### config.mk
export PLATFORM = sky130hd
export DESIGN_NAME = mem_issue_queue_flat
export DESIGN_NICKNAME = d
export VERILOG_FILES = /design/src/rtl/mem_issue_queue_if.sv /design/src/rtl/mem_issue_queue.sv /design/src/flat_wrapper.sv
export SDC_FILE = /design/constraint.sdc
export NUM_CORES = 1
export LEC_CHECK = 0
export CAP_MARGIN = 20
export CORE_MARGIN = 2
export CORE_UTILIZATION = 59
export DETAILED_ROUTE_END_ITERATION = 8
export PLACE_DENSITY = 0.8
export RECOVER_POWER = 25
export SLEW_MARGIN = 20
export SYNTH_ARGS = -nofsm -noshare
export SYNTH_HDL_FRONTEND = slang
export SYNTH_SLANG_ARGS = --single-unit
### constraint.sdc
create_clock -name i_clk -period 5.87 [get_ports i_clk]
set_clock_uncertainty 0.15 [all_clocks]
set_input_delay 0.587 -clock i_clk [delete_from_list [all_inputs] [get_ports i_clk]]
set_output_delay 0.587 -clock i_clk [all_outputs]
set_load 0.02 [all_outputs]
### src/rtl/mem_issue_queue_if.sv
// Dispatch/issue bus of the memory issue queue: dispatch packet, wakeup, branch
// kill/clear broadcasts, downstream stall and the registered issue packet.
interface mem_issue_queue_if #(
    parameter int WIDTH_REG = 7,
    parameter int WIDTH_BRM = 6,
    parameter int WIDTH_D   = 3*WIDTH_REG+WIDTH_BRM+7+10+64+2,
    parameter int WIDTH_I   = 3*WIDTH_REG+WIDTH_BRM+7+10+64+1
);
    logic [WIDTH_D-1:0]   i_instr;
    logic                 i_wr;
    logic                 o_full;
    logic                 i_wake_en;
    logic [WIDTH_REG-1:0] i_wake_tag;
    logic                 i_brkill_en;
    logic [WIDTH_BRM-1:0] i_brkill_mask;
    logic                 i_brclr_en;
    logic [WIDTH_BRM-1:0] i_brclr_mask;
    logic                 i_stall;
    logic [WIDTH_I-1:0]   o_instr;

    modport master (
        output i_instr, i_wr, i_wake_en, i_wake_tag, i_brkill_en, i_brkill_mask,
               i_brclr_en, i_brclr_mask, i_stall,
        input  o_full, o_instr
    );

    modport slave (
        input  i_instr, i_wr, i_wake_en, i_wake_tag, i_brkill_en, i_brkill_mask,
               i_brclr_en, i_brclr_mask, i_stall,
        output o_full, o_instr
    );
endinterface

### src/rtl/mem_issue_queue.sv
// In-order memory issue queue: circular buffer with operand wakeup, branch kill/clear
// and a registered issue stage. MEM_ISSUE_QUEUE_FLUSH_EN adds a synchronous i_flush.
module mem_issue_queue #(
    parameter int WIDTH_REG = 7,
    parameter int WIDTH_BRM = 6,
    parameter int DEPTH_LOG = 3,
    parameter int WIDTH_D   = 3*WIDTH_REG+WIDTH_BRM+7+10+64+2,
    parameter int WIDTH_I   = 3*WIDTH_REG+WIDTH_BRM+7+10+64+1
) (
    input logic              i_clk,
    input logic              i_rst_n,
`ifdef MEM_ISSUE_QUEUE_FLUSH_EN
    input logic              i_flush,
`endif
    mem_issue_queue_if.slave bus
);
    localparam int DEPTH   = 1 << DEPTH_LOG;
    localparam int WIDTH_P = WIDTH_I - 1;             // issue packet minus valid
    localparam int BRM_LSB = 3*WIDTH_REG + 64 + 7;
    localparam logic [DEPTH_LOG:0] PTR_ONE = 1;

    logic [DEPTH-1:0]     valid_q, valid_d;
    logic [DEPTH-1:0]     rs1_rdy_q, rs1_rdy_d;
    logic [DEPTH-1:0]     rs2_rdy_q, rs2_rdy_d;
    logic [WIDTH_P-1:0]   payload_q [DEPTH];
    logic [DEPTH_LOG:0]   head_q, head_d, tail_q, tail_d;
    logic [WIDTH_I-1:0]   out_q, out_d;

    logic                 clear_all;
    logic [DEPTH_LOG-1:0] head_idx, tail_idx;
    logic [WIDTH_P-1:0]   in_payload, head_payload;
    logic                 empty, enq, issue, pop;
    logic                 in_rs1_rdy, in_rs2_rdy;

`ifdef MEM_ISSUE_QUEUE_FLUSH_EN
    assign clear_all = !i_rst_n || i_flush;
`else
    assign clear_all = !i_rst_n;
`endif

    function automatic logic [WIDTH_P-1:0] apply_clr(input logic [WIDTH_P-1:0] p,
                                                     input logic en,
                                                     input logic [WIDTH_BRM-1:0] m);
        logic [WIDTH_P-1:0] cm;
        cm = '0;
        if (en) cm[BRM_LSB +: WIDTH_BRM] = m;
        return p & ~cm;
    endfunction

    function automatic logic kill_hit(input logic [WIDTH_P-1:0] p,
                                      input logic en,
                                      input logic [WIDTH_BRM-1:0] m);
        return en && ((p[BRM_LSB +: WIDTH_BRM] & m) != '0);
    endfunction

    assign head_idx     = head_q[DEPTH_LOG-1:0];
    assign tail_idx     = tail_q[DEPTH_LOG-1:0];
    assign empty        = (head_q == tail_q);
    assign bus.o_full   = (head_idx == tail_idx) && (head_q[DEPTH_LOG] != tail_q[DEPTH_LOG]);
    assign bus.o_instr  = out_q;
    assign in_payload   = bus.i_instr[WIDTH_D-1:2];
    assign head_payload = payload_q[head_idx];
    assign enq          = bus.i_wr && !bus.o_full && !clear_all;

    // Ready bits for the incoming packet include a same-cycle wakeup bypass.
    assign in_rs1_rdy = bus.i_instr[0] ||
        (bus.i_wake_en && in_payload[0 +: WIDTH_REG] == bus.i_wake_tag);
    assign in_rs2_rdy = bus.i_instr[1] ||
        (bus.i_wake_en && in_payload[WIDTH_REG +: WIDTH_REG] == bus.i_wake_tag);

    assign issue = !empty && valid_q[head_idx] && rs1_rdy_q[head_idx] && rs2_rdy_q[head_idx] &&
                   !bus.i_stall && !kill_hit(head_payload, bus.i_brkill_en, bus.i_brkill_mask);
    assign pop   = issue || (!empty && !valid_q[head_idx]);

    always_comb begin
        // NOTE: every combinational output gets a default first so no latch is inferred.
        valid_d   = valid_q;
        rs1_rdy_d = rs1_rdy_q;
        rs2_rdy_d = rs2_rdy_q;
        head_d    = head_q;
        tail_d    = tail_q;
        out_d     = out_q;

        for (int i = 0; i < DEPTH; i++) begin
            if (valid_q[i] && bus.i_wake_en) begin
                if (payload_q[i][0 +: WIDTH_REG] == bus.i_wake_tag)         rs1_rdy_d[i] = 1'b1;
                if (payload_q[i][WIDTH_REG +: WIDTH_REG] == bus.i_wake_tag) rs2_rdy_d[i] = 1'b1;
            end
            if (kill_hit(payload_q[i], bus.i_brkill_en, bus.i_brkill_mask)) valid_d[i] = 1'b0;
        end

        if (pop) begin
            valid_d[head_idx]   = 1'b0;
            rs1_rdy_d[head_idx] = 1'b0;
            rs2_rdy_d[head_idx] = 1'b0;
            head_d              = head_q + PTR_ONE;
        end

        if (enq) begin
            valid_d[tail_idx]   = !kill_hit(in_payload, bus.i_brkill_en, bus.i_brkill_mask);
            rs1_rdy_d[tail_idx] = in_rs1_rdy;
            rs2_rdy_d[tail_idx] = in_rs2_rdy;
            tail_d              = tail_q + PTR_ONE;
        end

        // Stall holds the issue register; kill and clear still reach it.
        if (!bus.i_stall) out_d = issue ? {1'b1, head_payload} : {1'b0, out_q[WIDTH_P-1:0]};
        if (kill_hit(out_d[WIDTH_P-1:0], bus.i_brkill_en, bus.i_brkill_mask)) out_d[WIDTH_I-1] = 1'b0;
        out_d[WIDTH_P-1:0] = apply_clr(out_d[WIDTH_P-1:0], bus.i_brclr_en, bus.i_brclr_mask);
    end

    always_ff @(posedge i_clk) begin
        if (clear_all) begin
            head_q    <= '0;
            tail_q    <= '0;
            valid_q   <= '0;
            rs1_rdy_q <= '0;
            rs2_rdy_q <= '0;
            out_q     <= '0;
        end else begin
            // NOTE: sequential state uses non-blocking assignments only.
            head_q    <= head_d;
            tail_q    <= tail_d;
            valid_q   <= valid_d;
            rs1_rdy_q <= rs1_rdy_d;
            rs2_rdy_q <= rs2_rdy_d;
            out_q     <= out_d;
        end
    end

    // NOTE: payload storage is deliberately not reset; valid bits gate every use of it.
    always_ff @(posedge i_clk) begin
        for (int i = 0; i < DEPTH; i++) begin
            if (enq && tail_idx == DEPTH_LOG'(i))
                payload_q[i] <= apply_clr(in_payload, bus.i_brclr_en, bus.i_brclr_mask);
            else
                payload_q[i] <= apply_clr(payload_q[i], bus.i_brclr_en, bus.i_brclr_mask);
        end
    end
endmodule
### src/flat_wrapper.sv
// flat-port wrapper written by rule: the top's interface ports become plain ports
module mem_issue_queue_flat 
#(
    parameter int WIDTH_REG = 7,
    parameter int WIDTH_BRM = 6,
    parameter int DEPTH_LOG = 3,
    parameter int WIDTH_D   = 3*WIDTH_REG+WIDTH_BRM+7+10+64+2,
    parameter int WIDTH_I   = 3*WIDTH_REG+WIDTH_BRM+7+10+64+1
)
  (i_clk, i_rst_n, bus_i_instr, bus_i_wr, bus_i_wake_en, bus_i_wake_tag, bus_i_brkill_en, bus_i_brkill_mask, bus_i_brclr_en, bus_i_brclr_mask, bus_i_stall, bus_o_full, bus_o_instr);
  mem_issue_queue_if #(.WIDTH_REG(WIDTH_REG), .WIDTH_BRM(WIDTH_BRM), .WIDTH_D(WIDTH_D), .WIDTH_I(WIDTH_I)) bus_i ();
  input logic i_clk;
  input logic i_rst_n;
  input wire logic [$bits(bus_i.i_instr)-1:0] bus_i_instr;
  input wire logic [$bits(bus_i.i_wr)-1:0] bus_i_wr;
  input wire logic [$bits(bus_i.i_wake_en)-1:0] bus_i_wake_en;
  input wire logic [$bits(bus_i.i_wake_tag)-1:0] bus_i_wake_tag;
  input wire logic [$bits(bus_i.i_brkill_en)-1:0] bus_i_brkill_en;
  input wire logic [$bits(bus_i.i_brkill_mask)-1:0] bus_i_brkill_mask;
  input wire logic [$bits(bus_i.i_brclr_en)-1:0] bus_i_brclr_en;
  input wire logic [$bits(bus_i.i_brclr_mask)-1:0] bus_i_brclr_mask;
  input wire logic [$bits(bus_i.i_stall)-1:0] bus_i_stall;
  output wire logic [$bits(bus_i.o_full)-1:0] bus_o_full;
  output wire logic [$bits(bus_i.o_instr)-1:0] bus_o_instr;
  assign bus_i.i_instr = bus_i_instr;
  assign bus_i.i_wr = bus_i_wr;
  assign bus_i.i_wake_en = bus_i_wake_en;
  assign bus_i.i_wake_tag = bus_i_wake_tag;
  assign bus_i.i_brkill_en = bus_i_brkill_en;
  assign bus_i.i_brkill_mask = bus_i_brkill_mask;
  assign bus_i.i_brclr_en = bus_i_brclr_en;
  assign bus_i.i_brclr_mask = bus_i_brclr_mask;
  assign bus_i.i_stall = bus_i_stall;
  assign bus_o_full = bus_i.o_full;
  assign bus_o_instr = bus_i.o_instr;
  mem_issue_queue #(.WIDTH_REG(WIDTH_REG), .WIDTH_BRM(WIDTH_BRM), .DEPTH_LOG(DEPTH_LOG), .WIDTH_D(WIDTH_D), .WIDTH_I(WIDTH_I)) u_core (.i_clk(i_clk), .i_rst_n(i_rst_n), .bus(bus_i));
endmodule
==> results.sh <==
export IMPL_syn_mean_instance_area_sq_um=16.45
export IMPL_reg2reg_to="u_core.bus.o_instr[29]"
export IMPL_vdd_drop_max_uv=345.9
export IMPL_reg2reg_slack_ns=1.36
export IMPL_relSlewSlack_pct=29.86
export IMPL_cp_arrival_ns=4.90
export IMPL_hold_start="u_core.payload_q[0][96]"
export IMPL_die_w_um=266.0
export IMPL_cap_violations=0
export IMPL_clock_fmax_mhz=221.9
export IMPL_drc=0
export IMPL_post_cts_setup_buffers=0
export IMPL_reg2reg_depth=7
export IMPL_wl_per_cell_um=29.46
export IMPL_end_kind="register"
export IMPL_critPathSlowestCell="buf_4"
export IMPL_syn_num_nets=2604
export IMPL_synth_simple_area_share_pct=6.947
export IMPL_synth_top_family_by_area="multiplexers"
export IMPL_gr_total_overflow=0
export IMPL_cts_resized_gates=0
export IMPL_maxSlewViolCount=0
export IMPL_synth_seq_cells=1008
export IMPL_max_stage_delay_ns=0.95
export IMPL_crit_type="register to register"
export IMPL_final_cells=3651
export IMPL_postRouteAntennaNets=0
export IMPL_worst_pin_slew_ns=1.052
export IMPL_initialDrtViolationCount=3280
export IMPL_crit_chain="buf_4 > buf_4 > buf_4 > mux4_2 > nand2_1 > nand4_1 > o211a_1"
export IMPL_initial_core_util_pct=59.34
export IMPL_dp_hpwl_um=61460
export IMPL_layout_drive_gt1_share_pct=15.79
export IMPL_syn_to_final_growth_pct=16.44
export IMPL_dieArea_sq_um=70730
export IMPL_synthAdderAreaFrac_pct=0.2163
export IMPL_core_area_sq_um=68230
export IMPL_cts_buffers=98
export IMPL_cp_max_fo=72
export IMPL_fin_util_pct=69.09
export IMPL_yosysWarnings=0
export IMPL_clockBufferDepth=3
export IMPL_yosys_area_share_xor_xnor_pct=2.856
export IMPL_rsz0062_at_grt="false"
export IMPL_grt_pass1_wl_um=158700
export IMPL_io_pins=246
export IMPL_synthesis_instances=2461
export IMPL_firstDrtPassIters=6
export IMPL_place_congestion=0.9393
export IMPL_async_flop_share_pct=0
export IMPL_synth_edf_count=816
export IMPL_portBuffers=245
export IMPL_cpMostUsedCell="buf_4"
export IMPL_htree_levels=3
export IMPL_hp_class="register to register"
export IMPL_synth_compound_area_share_pct=5.520
export IMPL_wl_um=107500
export IMPL_synth_area_sq_um=40490
export IMPL_hold_viol=0
export IMPL_ys_seq_area_share_pct=70.02
export IMPL_grt_max_degree=110
export IMPL_synthMuxAreaShare_pct=12.26
export IMPL_cts_tree="built"
export IMPL_setup_viol=0
export IMPL_final_nets=2818
export IMPL_p_leak_nw=16.33
export IMPL_synthTopCellsByArea="edfxtp_1, mux4_2, dfxtp_1"
export IMPL_vias_per_cell=6.744
export IMPL_track_usage_pct=30.44
export IMPL_p_per_area_nw_per_um2=370.6
export IMPL_postCtsHoldBufs=0
export IMPL_vias=24620
export IMPL_grt_antenna_before_repair=20
export IMPL_crit_end="u_core.bus.o_instr[29]"
export IMPL_post_route_min_period_ns=4.506
export IMPL_synth_top_cell_by_area="edfxtp_1"
export IMPL_crit_path_start_kind="register"
export IMPL_rows=96
export IMPL_dp_cells=3457
export IMPL_yosysUniqueCellTypes=60
export IMPL_path_clk_slew_ns=0.06
export IMPL_fp_dieH_um=266.0
export IMPL_synth_ff_type="edfxtp_1"
export IMPL_synth_top_area_share_pct=60.52
export IMPL_tns_ns=0
export IMPL_clock_sinks=1008
export IMPL_worst_skew_pair_late_latency_ns=0.65
export IMPL_cts_root_buffer="clkbuf_16"
export IMPL_grt_pass1_vias=24930
export IMPL_status="finished clean"
export IMPL_fin_crit_sh_pct=76.77
export IMPL_required_ns=6.26
[synth_stat cells (19+ instances only)]
| cell | number |
|---|---|
| a22oi_1 | 34 |
| nor2_1 | 28 |
| clkbuf_1 | 100 |
| o211a_1 | 103 |
| mux2i_1 | 19 |
| inv_1 | 20 |
| dfxtp_1 | 192 |
| xor2_1 | 108 |
| nor4_1 | 29 |
| nand4_1 | 122 |
| mux4_2 | 209 |
| nand2_1 | 329 |
| a21oi_1 | 67 |
| buf_2 | 48 |
| nand3_1 | 52 |
| xnor2_1 | 24 |
| edfxtp_1 | 816 |
[cell families after synthesis]
logic type / count (synthesis)
multiplexers: 234
buffers and inverters: 198
XOR/XNOR: 132
AO/OA/AOI/OAI: 281
adder cells (fa/ha/maj): 7
AND/OR/NAND/NOR: 601
flip-flops: 1008
[worst max-delay path, delay by kind of cell, from the launching register on]
kind,cells,cell delay (ns)
buf+inv,3,2.49
flops,1,0.67
simple gates,2,0.23
compound gates,1,0.21
mux,1,0.44
[registers in the layout (all words and copies together) (netlist names), named ones only]
register and count:
u_core.valid_q 8, u_core.head_q 4, u_core.tail_q 4, u_core.bus.o_instr 109, u_core.rs1_rdy_q 8, u_core.payload_q 864
u_core.rs2_rdy_q 8
[placed cells by master (no fill, tap or decap), types with 18 or more instances in the layout]
master / n
edfxtp_1: 816
nand2_1: 329
mux4_2: 209
dfxtp_1: 189
clkdlybuf4s50_1: 181
nand4_1: 122
xor2_1: 108
o211a_1: 103
clkbuf_16: 101
a21oi_1: 67
dlygate4sd3_1: 63
nand3_1: 52
buf_4: 37
a22oi_1: 34
nor4_1: 29
nor2_1: 28
xnor2_1: 24
mux2i_1: 19
clkinv_2: 19
clkbuf_1: 18
[per-layer routing]
metal  part of all wire, %  vias up  global-route usage [%]
met5                 0.097        -                       0
met4                   2.7       18                   10.77
li1                      -    10150                       -
met1                    38    12540                   42.50
met2                    49     1679                   48.89
met3                    10      240                   5.518
[cell type report]
type                       count  area [sq um]
fill                        4258         21090
clock inverter                61         683.2
sequential                  1008         28360
timing repair buffer         291          2920
clock buffer                 125          2678
antenna                        8         20.02
multi-input combinational   1255         11280
tap                          882          1104
inverter                      21         100.1
[worst min path at each step]
stage / endpoint / slack (ns) / cells after the start
finish: u_core.payload_q[0][96] / 0.33 / 2
global route: u_core.payload_q[5][94] / 0.34 / 2
CTS: u_core.payload_q[0][96] / 0.32 / 2
detailed placement: u_core.payload_q[0][96] / 0.32 / 2
global placement: u_core.head_q[3] / 0.31 / 2
floorplan: u_core.payload_q[0][94] / 0.30 / 2
[per-stage QoR]
| step | hold slack, ns | setup slack [ns] | power, mW | instance area, sq um |
|---|---|---|---|---|
| CTS | 0.3250 | 1.410 | 17.51 | 47120 |
| finish | 0.3252 | 1.364 | 17.47 | 47140 |
| detailed placement | 0.3168 | 1.506 | 11.03 | 43760 |
| global route | 0.3449 | 1.226 | 17.97 | 47140 |
| global placement | 0.3148 | 1.550 | 10.98 | 43760 |
| floorplan | 0.2952 | 1.301 | 10.26 | 40490 |
[report_power, final]
group	leakage [nW]	switching (mW)	internal, mW
sequential	8.92	0.203	7.86
clock	1.64	2.72	3.82
combinational	5.77	1.56	1.31
(Power assumes the default switching activity.)
